**src/rtl/multicycle_ctrl.sv**
```systemverilog
`default_nettype none
// ============================================================================
// Module   : multicycle_ctrl
// Brief    : Multicycle CPU control FSM with memory wait timeout and retire counter.
// Revision : 1.0
// ============================================================================
module multicycle_ctrl #(
  parameter int MEM_TIMEOUT = 16,
  parameter int CNT_W       = 16,
  parameter int ALU_W       = 2
) (
  input  logic             clk,
  input  logic             reset,
  input  logic [3:0]       opcode,
  input  logic [1:0]       funct,
  input  logic             zero,
  input  logic             carry,
  input  logic             mem_ready,
  output logic             mem_req,
  output logic             mem_read,
  output logic             mem_write,
  output logic             ir_write,
  output logic             reg_write,
  output logic             pc_write,
  output logic             branch,
  output logic             jal,
  output logic [ALU_W-1:0] alu_ctrl,
  output logic [2:0]       state,
  output logic             halted,
  output logic             timeout_err,
  output logic [CNT_W-1:0] instr_count
);

  localparam logic [2:0] c_st_if   = 3'b000;
  localparam logic [2:0] c_st_id   = 3'b001;
  localparam logic [2:0] c_st_ex   = 3'b010;
  localparam logic [2:0] c_st_mem  = 3'b011;
  localparam logic [2:0] c_st_wb   = 3'b100;
  localparam logic [2:0] c_st_halt = 3'b101;

  // Counter only needs to reach MEM_TIMEOUT-1; the fault fires at that value.
  localparam int c_wait_w = (MEM_TIMEOUT > 1) ? $clog2(MEM_TIMEOUT) : 1;
  localparam logic [c_wait_w-1:0] c_wait_max = c_wait_w'(MEM_TIMEOUT - 1);

  logic [2:0]          r_state;
  logic [c_wait_w-1:0] r_wait;
  logic [CNT_W-1:0]    r_count;
  logic                r_terr;

  logic [2:0]          w_next;
  logic [c_wait_w-1:0] w_wait_next;
  logic                w_timeout;

  logic w_add, w_adc, w_ndu, w_ndz, w_sw, w_lw, w_beq, w_jal, w_hlt;

  assign w_add = (opcode == 4'b0000) && (funct == 2'b00);
  assign w_adc = (opcode == 4'b0000) && (funct == 2'b10);
  assign w_ndu = (opcode == 4'b0010) && (funct == 2'b00);
  assign w_ndz = (opcode == 4'b0010) && (funct == 2'b01);
  assign w_sw  = (opcode == 4'b1001);
  assign w_lw  = (opcode == 4'b1010);
  assign w_beq = (opcode == 4'b1011);
  assign w_jal = (opcode == 4'b1101);
  assign w_hlt = (opcode == 4'b1111);

  // Wait count survives only while parked in the same waiting state.
  always_comb begin
    w_next      = r_state;
    w_wait_next = '0;
    w_timeout   = 1'b0;
    case (r_state)
      c_st_if, c_st_mem: begin
        if (mem_ready) begin
          w_next = (r_state == c_st_if) ? c_st_id : c_st_wb;
        end else if (r_wait == c_wait_max) begin
          w_next    = c_st_halt;
          w_timeout = 1'b1;
        end else begin
          w_wait_next = r_wait + 1'b1;
        end
      end
      c_st_id:   w_next = w_jal ? c_st_wb : (w_hlt ? c_st_halt : c_st_ex);
      c_st_ex:   w_next = (w_lw || w_sw) ? c_st_mem : c_st_wb;
      c_st_wb:   w_next = c_st_if;
      c_st_halt: w_next = c_st_halt;
      default:   w_next = c_st_if;
    endcase
  end

  always_ff @(posedge clk or posedge reset) begin
    if (reset) begin
      r_state <= c_st_if;
      r_wait  <= '0;
      r_count <= '0;
      r_terr  <= 1'b0;
    end else begin
      r_state <= w_next;
      r_wait  <= w_wait_next;
      if (w_timeout) begin
        r_terr <= 1'b1;
      end
      if (r_state == c_st_wb) begin
        r_count <= r_count + 1'b1;
      end
    end
  end

  always_comb begin
    mem_req   = 1'b0;
    mem_read  = 1'b0;
    mem_write = 1'b0;
    ir_write  = 1'b0;
    reg_write = 1'b0;
    pc_write  = 1'b0;
    branch    = 1'b0;
    jal       = 1'b0;
    alu_ctrl  = '0;
    case (r_state)
      c_st_if: begin
        mem_req  = 1'b1;
        mem_read = 1'b1;
        // No instruction capture while reset holds the FSM in IF.
        ir_write = mem_ready && !reset;
      end
      c_st_ex: begin
        if (w_ndu || w_ndz) begin
          alu_ctrl[0] = 1'b1;
        end else if (w_beq) begin
          alu_ctrl[1] = 1'b1;
        end
      end
      c_st_mem: begin
        mem_req   = 1'b1;
        mem_read  = w_lw;
        mem_write = w_sw;
      end
      c_st_wb: begin
        pc_write  = 1'b1;
        branch    = w_beq && zero;
        jal       = w_jal;
        reg_write = w_add || (w_adc && carry) || w_ndu || (w_ndz && zero) || w_lw || w_jal;
      end
      default: ;
    endcase
  end

  assign state       = r_state;
  assign halted      = (r_state == c_st_halt);
  assign timeout_err = r_terr;
  assign instr_count = r_count;

endmodule
`default_nettype wire

```
**config.mk**
```make
export PLATFORM = sky130hd
export DESIGN_NAME = multicycle_ctrl
export DESIGN_NICKNAME = d
export VERILOG_FILES = /design/src/rtl/multicycle_ctrl.sv
export SDC_FILE = /design/constraint.sdc
export NUM_CORES = 1
export LEC_CHECK = 0
export ABC_AREA = 1
export CORE_ASPECT_RATIO = 1.4
export CORE_MARGIN = 2
export CORE_UTILIZATION = 42
export CTS_BUF_LIST = sky130_fd_sc_hd__clkbuf_8 sky130_fd_sc_hd__clkbuf_16
export CTS_CLUSTER_SIZE = 40
export DETAILED_ROUTE_END_ITERATION = 10
export PLACE_DENSITY = 0.75
export SETUP_SLACK_MARGIN = 0.2
export SLEW_MARGIN = 20
export SYNTH_ARGS = -nofsm -noshare
export SYNTH_HDL_FRONTEND = slang
export SYNTH_SLANG_ARGS = --single-unit
```
**constraint.sdc**
```tcl
create_clock -name clk -period 1.2 [get_ports clk]
set_clock_uncertainty 0.1 [all_clocks]
set_input_delay 0.24 -clock clk [delete_from_list [all_inputs] [get_ports clk]]
set_output_delay 0.24 -clock clk [all_outputs]
set_load 0.02 [all_outputs]
```
== Yosys cells after proc, flatten, opt, wreduce, memory -nomap -nowiden ==
Index checks and enable logic that the tools add are counted.
Widths: inputs -> output; s select.
Cells by class
  add/sub/neg operators: 2
  muxes and demuxes: 25
  equal/unequal tests: 15
  reductions and logical operators: 20
Operator list (count)
  $eq 4x4->1 const B: 6
  $mux 3: 6
  $add 16x1->16 const B: 1
  $mux 1: 13
  $mux 4: 3
  $pmux 3 s4: 1
  $logic_and 1x1->1: 8
  $logic_or 1x1->1: 7
  $eq 3x2->1 const B: 2
  $eq 3x3->1 const B: 2
  $add 4x1->4 const B: 1
  $eq 4x2->1 const B: 1
  $logic_not 4->1: 1
  $eq 3x1->1 const B: 1
  $logic_not 3->1: 1
  $ne 3x1->1 const B: 1
  $eq 2x1->1 const B: 1
  $eq 2x2->1 const B: 1
  $logic_not 2->1: 1
  $mux 2: 1
  $pmux 1 s2: 1
  $reduce_or 2->1: 1
  $logic_not 1->1: 1
Storage, ports and cells
  register bits: 24

== Longest topological paths before layout ==
  word-level depth: 9
  mapped depth: 9
  gate-level depth less buffers: 9

== Worst setup path after synthesis ==
Ideal clock, no wire load.
  path type: register to output
  start: register r_state[1], in the netlist state[1]
  end: output port alu_ctrl[0]
  setup slack: -0.493 ns
  cell stages (with the launch flop): 5
  data required time: 0.860 ns
  buffers on the path: 0
  arrival time: 1.353 ns
  cell sequence: dfrtp_1 -> inv_1 -> nor3_1 -> inv_1 -> nor3_1
Between the ends
  longest elaborated chain between the ends: 2
Ends and longest elaborated chain
  start: declaration: line 45  | logic [2:0] r_state;
  start signal: assignment: line 92  | r_state <= c_st_if;
  start signal: assignment: line 97  | r_state <= w_next;
  $eq 3x2->1: line 118  | case (r_state)
  $mux 2: line 118
  end: declaration: line 27  | output logic [ALU_W-1:0] alu_ctrl,
Every way passes these cells.

== Worst setup path in the final report ==
  start: register r_state[0], in the netlist state[0]
  end: register r_count[14], in the netlist instr_count[14]
Between the ends
  longest elaborated chain between the ends: 1
Ends and longest elaborated chain
  $eq 3x3->1: line 102  | if (r_state == c_st_wb) begin
  end signal: assignment: line 103  | r_count <= r_count + 1'b1;
  end: declaration: line 47  | logic [CNT_W-1:0] r_count;
Every way passes these cells.
A chain may end at the register's enable or synchronous reset.

==> impl_metrics.py <==
metrics = {
    "floorplan": {
        "die_h_um": 72.74,
        "core_area_um2": 3316,
        "die-area_um2": 3862,
        "rows": 25,
        "initial_core_util_pct": 42.75,
        "die_w_um": 53.10,
        "num_io_pins": 42,
    },
    "clock_tree": {
        "clkSinkCount": 24,
        "cts_made_buffers": 3,
        "cts-htree-levels": 1,
        "cts_tree": "yes",
        "cts_buffer_depth": 2,
        "ctsHoldBuffers": 0,
        "ctsRootBufferMaster": "clkbuf_8",
        "path_clk_slew_ps": 100,
        "clkLatencyLatePin_ps": 280,
    },
    "sta": {
        "fin_tns_setup_ps": -12880,
        "max_slew_margin_pct": 78.18,
        "finalHoldViolations": 0,
        "fin_crit_sh_pct": 143.9,
        "setup-violations-final": 44,
        "finalMaxSlewViolations": 0,
        "maxClockFrequency_ghz": 0.5793,
        "setup_ws_ps": -526.3,
        "period_needed_ps": 1726,
        "rsz0062_at_grt": "yes",
        "tightest_slew_ps": 323.8,
    },
    "setup_path": {
        "cp_slowest_cell": "dfrtp_2",
        "worstSetupPathType": "flip-flop to flip-flop",
        "reg2reg_to": "instr_count[14]",
        "r2r_slack_ps": -530,
        "cp_max_fo": 6,
        "endpoint_kind": "flip-flop",
        "crit_required_ps": 1270,
        "cp-start-kind": "flip-flop",
        "cpPeakStageDelay_ps": 450,
        "worstRegToRegCells": 8,
        "cp.depth": 8,
        "worstPathArrival_ps": 1790,
        "path_delay_family": "simple AND/OR/NAND/NOR gates",
        "crit_buf_inv": 3,
        "crit_path_cell_trace": "nor2_4 > nand2_4 > buf_4 > buf_8 > nor3_4 > nand4_1 > nand2_1 > inv_1",
        "r2r_start": "state[0]",
    },
    "synth": {
        "synth_cell_types": 22,
        "yosys_register_bits": 24,
        "syn_area_um2": 1418,
        "synth_nets": 205,
        "yosys-top-cells-area": "dfrtp_1 (42%), nand2_1 (15%), nor2_1 (7.4%), inv_1 (6.4%), xnor2_1 (5.6%)",
        "synth.avg_cell_area_um2": 7.383,
        "synth_top_area_cell": "dfrtp_1",
        "synth_top_area_share_pct": 42.37,
        "ys_seq_area_share_pct": 42.37,
        "syn_inst": 192,
        "ys_warn_count": 0,
    },
    "power": {
        "ir_drop_mv": 0.4246,
        "p_total_mw": 1.515,
        "p_leak_nw": 1.427,
        "p_per_area_nw_per_um2": 536.9,
    },
    "place": {
        "io_buffers": 41,
        "hpwl_um": 2796,
        "gp_congestion": 0.8353,
    },
    "finish": {
        "antenna_cells": 0,
        "syn_to_final_growth_pct": 99.03,
        "nets": 310,
        "post-route-util_pct": 85.09,
        "drive_gt1_share_pct": 56.76,
    },
    "detailed_routing": {
        "num_vias": 1879,
        "wl_per_cell_um": 17.76,
        "totalWireLength_um": 5968,
        "ant_nets": 0,
        "routed_via_density": 5.592,
        "drcViolationCount": 0,
        "first_pass_iters": 7,
        "drt_iter0_drc": 95,
    },
    "grt": {
        "grt_usage_pct": 25.16,
        "antenna_found_initial": 0,
        "grt_max_degree": 25,
        "use_met1_pct": 29.82,
        "top_usage_layer": "met2",
        "grt_first_pass_wirelength_um": 7279,
        "grt.met3_usage_pct": 4.713,
        "grt_pass1_vias": 1609,
        "grt_overflow_total": 0,
        "use_met2_pct": 44.72,
    },
    "status": {
        "run_status": "finished, violations left",
        "violations": "negative setup slack",
    },
    "hold_path": {
        "hold_path.class": "primary input to async pin",
    },
    "job": {
        "max_cap_violations": 0,
    },
}
## registers in the layout, indices dropped and copies added (netlist names)
register     flops
timeout_err      1
instr_count     16
state            3
r_wait           4
## worst register-to-register path: stages (launching register included)
cell	delay, ps
dfrtp_2	450
nor2_4	180
nand2_4	110
buf_4	160
buf_8	140
nor3_4	200
nand4_1	170
nand2_1	90
inv_1	40
## stage by stage
stage | setup slack, ps | std cells | cell area (µm²) | hold slack (ps)
global placement | -1027 | 317 | 2344 | 369.0
global route | -675.5 | 336 | 2821 | 258.5
CTS | -449.1 | 328 | 2596 | 248.7
detailed placement | -1060 | 317 | 2344 | 389.3
floorplan | -283.5 | 192 | 1548 | 153.9
finish | -526.3 | 336 | 2821 | 228.2
## layout make-up
type                       count  area, µm²
inverter                      26      110.1
fill                         164      494.2
clock buffer                   4      55.05
sequential                    24      614.3
timing repair buffer         101      980.9
tap                           40      50.05
multi-input combinational    141       1011
## worst max path at each step
stage	start	endpoint	slack, ps
3_5_place_dp	opcode[3]	reg_write	-1060
5_1_grt	state[0]	instr_count[14]	-680
3_3_place_gp	opcode[1]	reg_write	-1030
2_1_floorplan	state[0]	branch	-280
6_report	state[0]	instr_count[14]	-530
4_1_cts	state[2]	alu_ctrl[0]	-450
## cells in the final DEF (no fill, tap or decap), types with 5 or more instances in the layout
cell type        netlist  routed
nand2_1               57      44
xnor2_1                9       6
nand3_2                1       6
nor2_1                28      17
nor2_2                 3       5
buf_4                  0      42
inv_1                 24      15
clkdlybuf4s50_1        0       5
buf_6                  1      44
nand4_1               10      10
nand2_2                1       5
inv_2                  1       8
dfrtp_2                0      11
nor2_4                 1      10
dfrtp_1               24      13
nand2_4                0       8
## per-layer routing
metal,vias up,share of wire [%],wire length [µm]
li1,815,-,-
met1,896,35,2069
met2,125,54,3197
met3,43,6.6,393
met4,0,5.2,308
met5,-,0,0
## report_power, final
group          switching, mW  internal (mW)  leakage [nW]
logic                 0.0702         0.0598          1.09
clock network          0.284          0.294        0.0288
registers                  0          0.808         0.309
## Yosys cell counts
library cell / n
nand2_1: 57
nor2_1: 28
dfrtp_1: 24
inv_1: 24
nand3_1: 13
nand4_1: 10
xnor2_1: 9
nor3_1: 4
o21ai_0: 4
nor2_2: 3
xor2_1: 3
ha_1: 2
o21bai_1: 2
a21oi_1: 1
buf_6: 1
inv_2: 1
inv_4: 1
nand2_2: 1
nand3_2: 1
nor2_4: 1
nor3_2: 1
nor3b_2: 1
## cells by family (layout without fill, tap and decap cells)
logic type               count (synthesis)  after routing  share of synthesized area [%]
XOR/XNOR                                12             12                          7.415
buffers and inverters                   27            131                          7.855
AND/OR/NAND/NOR                        120            120                          37.78
adder cells (fa/ha/maj)                  2              2                          1.765
flip-flops                              24             24                          42.37
AO/OA/AOI/OAI                            7              7                          2.824
## timing repair
| action | 4_1_cts | 5_1_grt |
|---|---|---|
| gates resized for setup | 223 | 39 |
| endpoints found under the setup margin | 55 | 55 |
| pin swaps | 16 | 17 |
| buffers inserted | 7 | 8 |
Note: power is estimated with default switching activity, not from simulation.
